**src/rtl/serial_subtractor.sv**
```systemverilog
// Bit-serial WIDTH-bit subtractor: D = a - b, B = borrow out, one bit per clock.
// Optional signed overflow flag (port ovf) is built when SERSUB_OVF_EN is defined.
module serial_subtractor #(
  parameter int WIDTH = 8
) (
  input  logic             clk,
  input  logic             rst,
  input  logic             start,
  input  logic [WIDTH-1:0] a,
  input  logic [WIDTH-1:0] b,
  output logic             busy,
  output logic             done,
  output logic [WIDTH-1:0] D,
  output logic             B
`ifdef SERSUB_OVF_EN
  ,
  output logic             ovf
`endif
);

  localparam int CW = $clog2(WIDTH) + 1;

  typedef enum logic [1:0] {
    IDLE,
    RUN,
    DONE
  } state_t;

  state_t           state;
  logic [WIDTH-1:0] sa;
  logic [WIDTH-1:0] sb;
  logic [WIDTH-2:0] sr;
  logic             br;
  logic [CW-1:0]    cnt;

  logic             x;
  logic             y;
  logic             d;
  logic             bo;
  logic             last;
  logic [WIDTH-1:0] shifted;

  assign x       = sa[0];
  assign y       = sb[0];
  assign d       = x ^ y ^ br;
  assign bo      = (~x & y) | (~(x ^ y) & br);
  assign last    = (cnt == CW'(WIDTH - 1));
  // sr keeps only the upper WIDTH-1 collected bits; the new bit enters at the top
  assign shifted = {d, sr};

`ifdef SERSUB_OVF_EN
  logic am;
  logic bm;
`endif

  always_ff @(posedge clk) begin
    if (rst) begin
      state <= IDLE;
      busy  <= 1'b0;
      done  <= 1'b0;
      D     <= '0;
      B     <= 1'b0;
      sa    <= '0;
      sb    <= '0;
      sr    <= '0;
      br    <= 1'b0;
      cnt   <= '0;
`ifdef SERSUB_OVF_EN
      ovf   <= 1'b0;
      am    <= 1'b0;
      bm    <= 1'b0;
`endif
    end else begin
      unique case (state)
        IDLE, DONE: begin
          done <= 1'b0;
          if (start) begin
            state <= RUN;
            busy  <= 1'b1;
            sa    <= a;
            sb    <= b;
            br    <= 1'b0;
            cnt   <= '0;
`ifdef SERSUB_OVF_EN
            am    <= a[WIDTH-1];
            bm    <= b[WIDTH-1];
`endif
          end else begin
            state <= IDLE;
            busy  <= 1'b0;
          end
        end
        RUN: begin
          sa  <= sa >> 1;
          sb  <= sb >> 1;
          sr  <= shifted[WIDTH-1:1];
          br  <= bo;
          cnt <= cnt + 1'b1;
          if (last) begin
            state <= DONE;
            busy  <= 1'b0;
            done  <= 1'b1;
            D     <= shifted;
            B     <= bo;
`ifdef SERSUB_OVF_EN
            ovf   <= (am != bm) && (d != am);
`endif
          end
        end
        default: begin
          state <= IDLE;
          busy  <= 1'b0;
          done  <= 1'b0;
        end
      endcase
    end
  end

endmodule

```
**config.mk**
```make
export PLATFORM = sky130hd
export DESIGN_NAME = serial_subtractor
export DESIGN_NICKNAME = d
export VERILOG_FILES = /design/src/rtl/serial_subtractor.sv
export SDC_FILE = /design/constraint.sdc
export NUM_CORES = 1
export LEC_CHECK = 0
export ABC_CLOCK_PERIOD_IN_PS = 1400
export BUFFER_PORTS_ARGS = -buffer_cell sky130_fd_sc_hd__buf_2
export CORE_AREA = 2 2 49 86
export CTS_BUF_LIST = sky130_fd_sc_hd__clkbuf_2 sky130_fd_sc_hd__clkbuf_4 sky130_fd_sc_hd__clkbuf_8
export DETAILED_ROUTE_END_ITERATION = 8
export DIE_AREA = 0 0 51 88
export PLACE_DENSITY_LB_ADDON = 0.15
export RECOVER_POWER = 100
export SLEW_MARGIN = 10
export SYNTH_ARGS = -nofsm -noshare
export SYNTH_HDL_FRONTEND = slang
export SYNTH_SLANG_ARGS = --single-unit
```
**constraint.sdc**
```tcl
create_clock -name clk -period 1.4 [get_ports clk]
set_clock_uncertainty 0.15 [all_clocks]
set_input_delay 0.14 -clock clk [delete_from_list [all_inputs] [get_ports clk]]
set_output_delay 0.14 -clock clk [all_outputs]
set_load 0.005 [all_outputs]
```
# Word-level counts from Yosys, hierarchy flattened
# Cells that the tools add are included.
word_totals:
  register_bits: 41
  input_bits: 19
  out_inout_bits: 11
  word_cells: 44
op_classes:
  n_addsub: 1
  eq_ne: 5
  muxes: 14
  n_bitwise: 8
  n_reduce_logical: 6
op_table:
  columns: ["cell", "count"]
  rows:
  - ["8-bit case mux with 2 select lines", 2]
  - ["8-bit two-way mux", 2]
  - ["4-bit case mux with 2 select lines", 1]
  - ["4-bit by 1-bit adder with 4-bit output (second input constant)", 1]
  - ["4-bit by 3-bit equality test with 1-bit output (second input constant)", 1]
  - ["1-bit two-way mux", 4]
  - ["4-bit two-way mux", 1]
  - ["2-bit != test (second input constant)", 2]
  - ["1-bit case mux with 2 select lines", 2]
  - ["2-bit case mux with 2 select lines", 1]
  - ["2-bit AND reduction", 2]
  - ["2-bit OR reduction", 2]
  - ["1-bit NOT", 3]
  - ["1-bit bitwise AND", 2]
  - ["2-bit by 1-bit equality test with 1-bit output (second input constant)", 1]
  - ["2-bit equality test (second input constant)", 1]
  - ["2-bit zero test", 1]
  - ["2-bit two-way mux", 1]
  - ["2-bit nonzero test", 1]
  - ["1-bit XOR", 2]
  - ["1-bit bitwise OR", 1]

# Depth between registers and ports, before layout
logic_depth:
  depth_word: 5
  depth_mapped: 5
  mapped_depth_nobuf: 4

# Least setup slack after synthesis
# OpenSTA, ideal clock, no wires.
synth_timing:
  kind: "register to register"
  start: "register state[0]"
  end: "register B"
  setup_ns: 0.121
  t_arrival_ns: 1.279
  t_required_ns: 1.129
  setup_slack_ns: -0.150
  stages_incl_launch_ff: 6
  n_path_buf: 2
  synth_period_minus_slack_ns: 1.550
  cell_sequence: "dfxtp_1 nor2b_2 buf_6 and4b_1 buf_6 mux2_4"
synth_via:
  elab_chain_len: 2
synth_lines:
  columns: ["element", "line", "text"]
  rows:
  - ["start: declaration", "29", "state_t state;"]
  - ["start signal: assignment", "58", "state <= IDLE;"]
  - ["start signal: assignment", "78", "state <= RUN;"]
  - ["start signal: assignment", "89", "state <= IDLE;"]
  - ["2-bit by 1-bit equality test with 1-bit output", "74", "unique case (state)"]
  - ["2-bit AND reduction (no source line)", null, null]
  - ["end signal: assignment", "104", "B <= bo;"]
  - ["end: declaration", "14", "output logic B"]
# Every way passes these cells.
# A chain may end at the register's enable or synchronous reset.

# Final worst setup path
# Same ends and word-level chain as after synthesis.

==> results.md <==
• 183 — Post-Syn Instances
• sky130_fd_sc_hd__clkbuf_8 — clock tree root driver cell
• 0 — number of setup buffers added after CTS
• reg2reg — type of the setup path with the least slack
• 3 — Worst R2R Path Depth
• flip-flop — CP Launch Type
• 3.425 mm — Final Routed Wirelength
• B$_SDFFE_PP0P_ — destination of the worst register-to-register timing path
• 12.32 um — detailed-route wire length per cell
• state[0]$_SDFFE_PP0P_ — launch point of the critical path
• 204 — net count after synthesis
• 1394 — vias in the first global route
• 0 — hold violation total from the final report
• 16.49% — synthesized-area fraction occupied by ao, oa, aoi and oai cells
• 0.7188 GHz — Max Freq
• 2 — maximum clock path buffer count
• 5.920 mm — global-route wire length before repair
• 0 — antenna cell count
• 17.33% — overall routing resource usage
• 2 — htree depth
• sky130_fd_sc_hd__dfxtp_1 — most common cell after layout, fill and taps aside
• 0.38 ns — maximum single-stage delay on the critical path
• 0 — post-route DRC violation count
• 2.436 mm — estimated wirelength of the detail-placed design
• 40 — number of synthesized register bits
• 0.009 ns — flop-to-flop setup slack
• 0% — xor/xnor share of the synthesized area
• B$_SDFFE_PP0P_ — worst setup path endpoint
• 29.05% — area delta synth->final
• 40 — clock sink total
• 250 — final net count
• 51 um — horizontal extent of the die
• flip-flop — type of destination of the critical path
• 0 — overall overflow remaining after global route
• 0 — count of buffer and inverter cells on the critical path
• 0 — number of nets with antenna violations after routing
• 56.30% — Core Util, Final
• 6.430% — mux share of post-synthesis cell area
• 9.039 um^2 — post-synthesis average cell area
• 0 — Setup Viol. Count Final
• 53.8% — sequential share of power
• 1.42 ns — data arrival time of the worst path
• 39 x sky130_fd_sc_hd__dfxtp_1, 29 x sky130_fd_sc_hd__a21oi_1, 25 x sky130_fd_sc_hd__buf_2, 20 x sky130_fd_sc_hd__nand3_1, 19 x sky130_fd_sc_hd__nand2b_1 — highest-count cells in the layout ignoring fill and taps
• 0.5358 mW — net switching component of the power
• 34.3% — Clk network pwr share
• 21.03% — basic-gate share of the synthesized area counting and, or, nand and nor cells
• 5 — TritonCTS buffer count
• 5 — maximum fanout along the worst path
• 0 — number of pins exceeding their max-slew limit in the final report
• 12.0% — part of the power in combinational logic
• 0.7932 nW — LEAKAGE
• 1886 um^2 — cell area reported after detailed placement
• sky130_fd_sc_hd__dfxtp_4 — Slowest cell on crit path
• 0.3083 ns — Slew @ Worst Pin
• 1.967% — post-synthesis adder-cell area fraction
• 48.41% — proportion of synthesized chip area in sequential cells
• yes — RSZ-0062 raised after global routing
• 79.44% — worst slew slack as a fraction of its limit
• 99.37% — final worst path period share
• 0.0007870 V — maximum ir drop on the vdd rail
• 27 — pin count of the biggest net entering global routing
• 3791 um^2 — core area
• 1457 — overall via count from detail_route
• 23.95% — switching fraction of total power
• simple AND/OR/NAND/NOR gates — Worst path top cell family by delay
• 0 — warning count from the yosys run
• 1654 um^2 — Synth Cell Area
• simple AND/OR/NAND/NOR gates — dominant combinational cell family by area after synthesis
• 4488 um^2 — overall die area
• 804.5 um^2 — sequential cell area
• 1048 nW/um^2 — Power Density
• 0.7731 — final estimated routing congestion in global placement
• 0 — antenna violations before repair
• state[0]$_SDFFE_PP0P_ — Reg-to-Reg Start
• 23 — Netlist cell types
• nor2b_4 -> and4b_2 -> mux2_4 — cells along the critical path
• 3 — stages on the worst setup path
• 368 — final-layout fill cell count
• 5 — router iterations before antenna repair
• 29 — I/O Buffers
• 2135 um^2 — area of all placed cells without fillers
• 30 — Top Ports
• 23.04% — share of post-route cells with drive strength above 1
• 0.29 ns — later-pin clock latency in the skew report
• 1.391 ns — fin crit period
• 0 — count of maximum capacitance violations
• 30 — row count
• 88 um — vertical die dimension
• 1.701 mW — Int Pwr
• 43.63% — effective utilization at floorplan
• 0.07 ns — CTS clk-pin slew, worst paths
• 5.241 — Via-to-Cell Ratio
• 37 — first-iteration detailed-routing DRC count
• 1.43 ns — worst endpoint required time
• 778.2 um^2 — total area of multi-input combinational cells
• in2reg — Hold/Removal Path Class
• built — clock tree from TritonCTS
• completed — result of the run
[registers in the layout (all words and copies together), names as in the netlist]
signal / cells
B: 1
state: 2
D: 8
done: 1
cnt: 4
sr: 7
sb: 8
br: 1
sa: 8
[cell usage after synthesis]
master / instances / area share (%)
sky130_fd_sc_hd__a21oi_1: 29 / 8.8
sky130_fd_sc_hd__ha_1: 1 / 0.76
sky130_fd_sc_hd__mux2_4: 1 / 0.91
sky130_fd_sc_hd__nand2b_1: 20 / 7.6
sky130_fd_sc_hd__nor2b_1: 3 / 1.1
sky130_fd_sc_hd__nand2_1: 17 / 3.9
sky130_fd_sc_hd__buf_6: 2 / 1.4
sky130_fd_sc_hd__nor2b_2: 1 / 0.53
sky130_fd_sc_hd__and4b_1: 1 / 0.61
sky130_fd_sc_hd__nand3_1: 20 / 6.1
sky130_fd_sc_hd__or3_1: 1 / 0.38
sky130_fd_sc_hd__dfxtp_1: 40 / 48
sky130_fd_sc_hd__buf_2: 6 / 1.8
sky130_fd_sc_hd__fa_1: 1 / 1.2
sky130_fd_sc_hd__a22oi_1: 14 / 6.4
sky130_fd_sc_hd__mux2_2: 1 / 0.68
sky130_fd_sc_hd__nand3b_1: 1 / 0.45
sky130_fd_sc_hd__o211ai_1: 1 / 0.45
sky130_fd_sc_hd__mux2i_1: 8 / 4.8
sky130_fd_sc_hd__a211oi_1: 2 / 0.91
sky130_fd_sc_hd__clkbuf_1: 8 / 1.8
sky130_fd_sc_hd__nor2_1: 2 / 0.45
sky130_fd_sc_hd__inv_1: 3 / 0.68
[worst reg2reg max path: cells and delay by family, from the launching register on]
kind / cells / cell delay [ns]
flops: 1 / 0.38
simple gates: 2 / 0.45
mux: 1 / 0.30
[kinds of logic (layout without fill, tap and decap cells)]
| group | after synthesis | count (layout) |
|---|---|---|
| muxes | 10 | 10 |
| AOI/OAI and AO/OA | 46 | 46 |
| buffers and inverters | 19 | 66 |
| adders and majority gates | 2 | 2 |
| and+or+nand+nor | 66 | 66 |
| DFF | 40 | 40 |
[area by class of cell]
type,instances,share of cell area (%)
Clock inverter,2,0.4689
Sequential cell,40,37.69
Timing Repair Buffer,55,18.17
Multi-Input combinational cell,124,36.46
Inverter,3,0.5275
Clock buffer,6,3.869
Tap cell,48,2.814
[power by group through the flow]
stage	clock, mW	combinational (mW)	sequential [mW]
detailed placement	0	0.234	1.23
global placement	0	0.225	1.22
finish	0.767	0.268	1.20
CTS	0.803	0.265	1.20
global route	0.851	0.298	1.21
floorplan	0	0.159	1.22
[routing by layer]
layer  GRT usage (%)  vias to the layer above  routed length, um
met5               0                        -                  0
met4           6.634                        0                 47
met3           5.119                        5                143
met2           33.06                       32               1933
met1           16.95                      697               1301
li1                -                      723                  -
[per-stage QoR]
stage / power, mW / cells / hold slack (ns) / setup TNS [ns] / setup slack (ns)
finish: 2.237 / 278 / 0.003356 / 0 / 0.008792
floorplan: 1.382 / 183 / 0.1260 / -0.09936 / -0.09936
detailed placement: 1.463 / 256 / 0.2393 / -0.03937 / -0.03937
global route: 2.356 / 278 / 0.01354 / -0.5446 / -0.05468
global placement: 1.450 / 256 / 0.2366 / 0 / 0.04489
CTS: 2.270 / 278 / 0.005070 / 0 / 0.008431
[timing repair]
item | 4_1_cts | 5_1_grt
endpoints found under the setup margin | 5 | 18
resized for setup | 2 | 6
hold buffers | 14 | 0
pin swaps | 0 | 1
endpoints found under the hold margin | 14 | 0
[how the worst min path moves through the flow]
stage	startpoint	end	cells after the start	slack (ns)
floorplan	a[7]	sa[7]$_SDFFE_PP0P_	2	0.13
global placement	b[7]	sb[7]$_SDFFE_PP0P_	3	0.24
detailed placement	b[7]	sb[7]$_SDFFE_PP0P_	3	0.24
CTS	b[6]	sb[6]$_SDFFE_PP0P_	3	0.005
global route	a[6]	sa[6]$_SDFFE_PP0P_	3	0.01
finish	b[6]	sb[6]$_SDFFE_PP0P_	3	0.003
No activity file was read; power rests on OpenSTA's default activity.
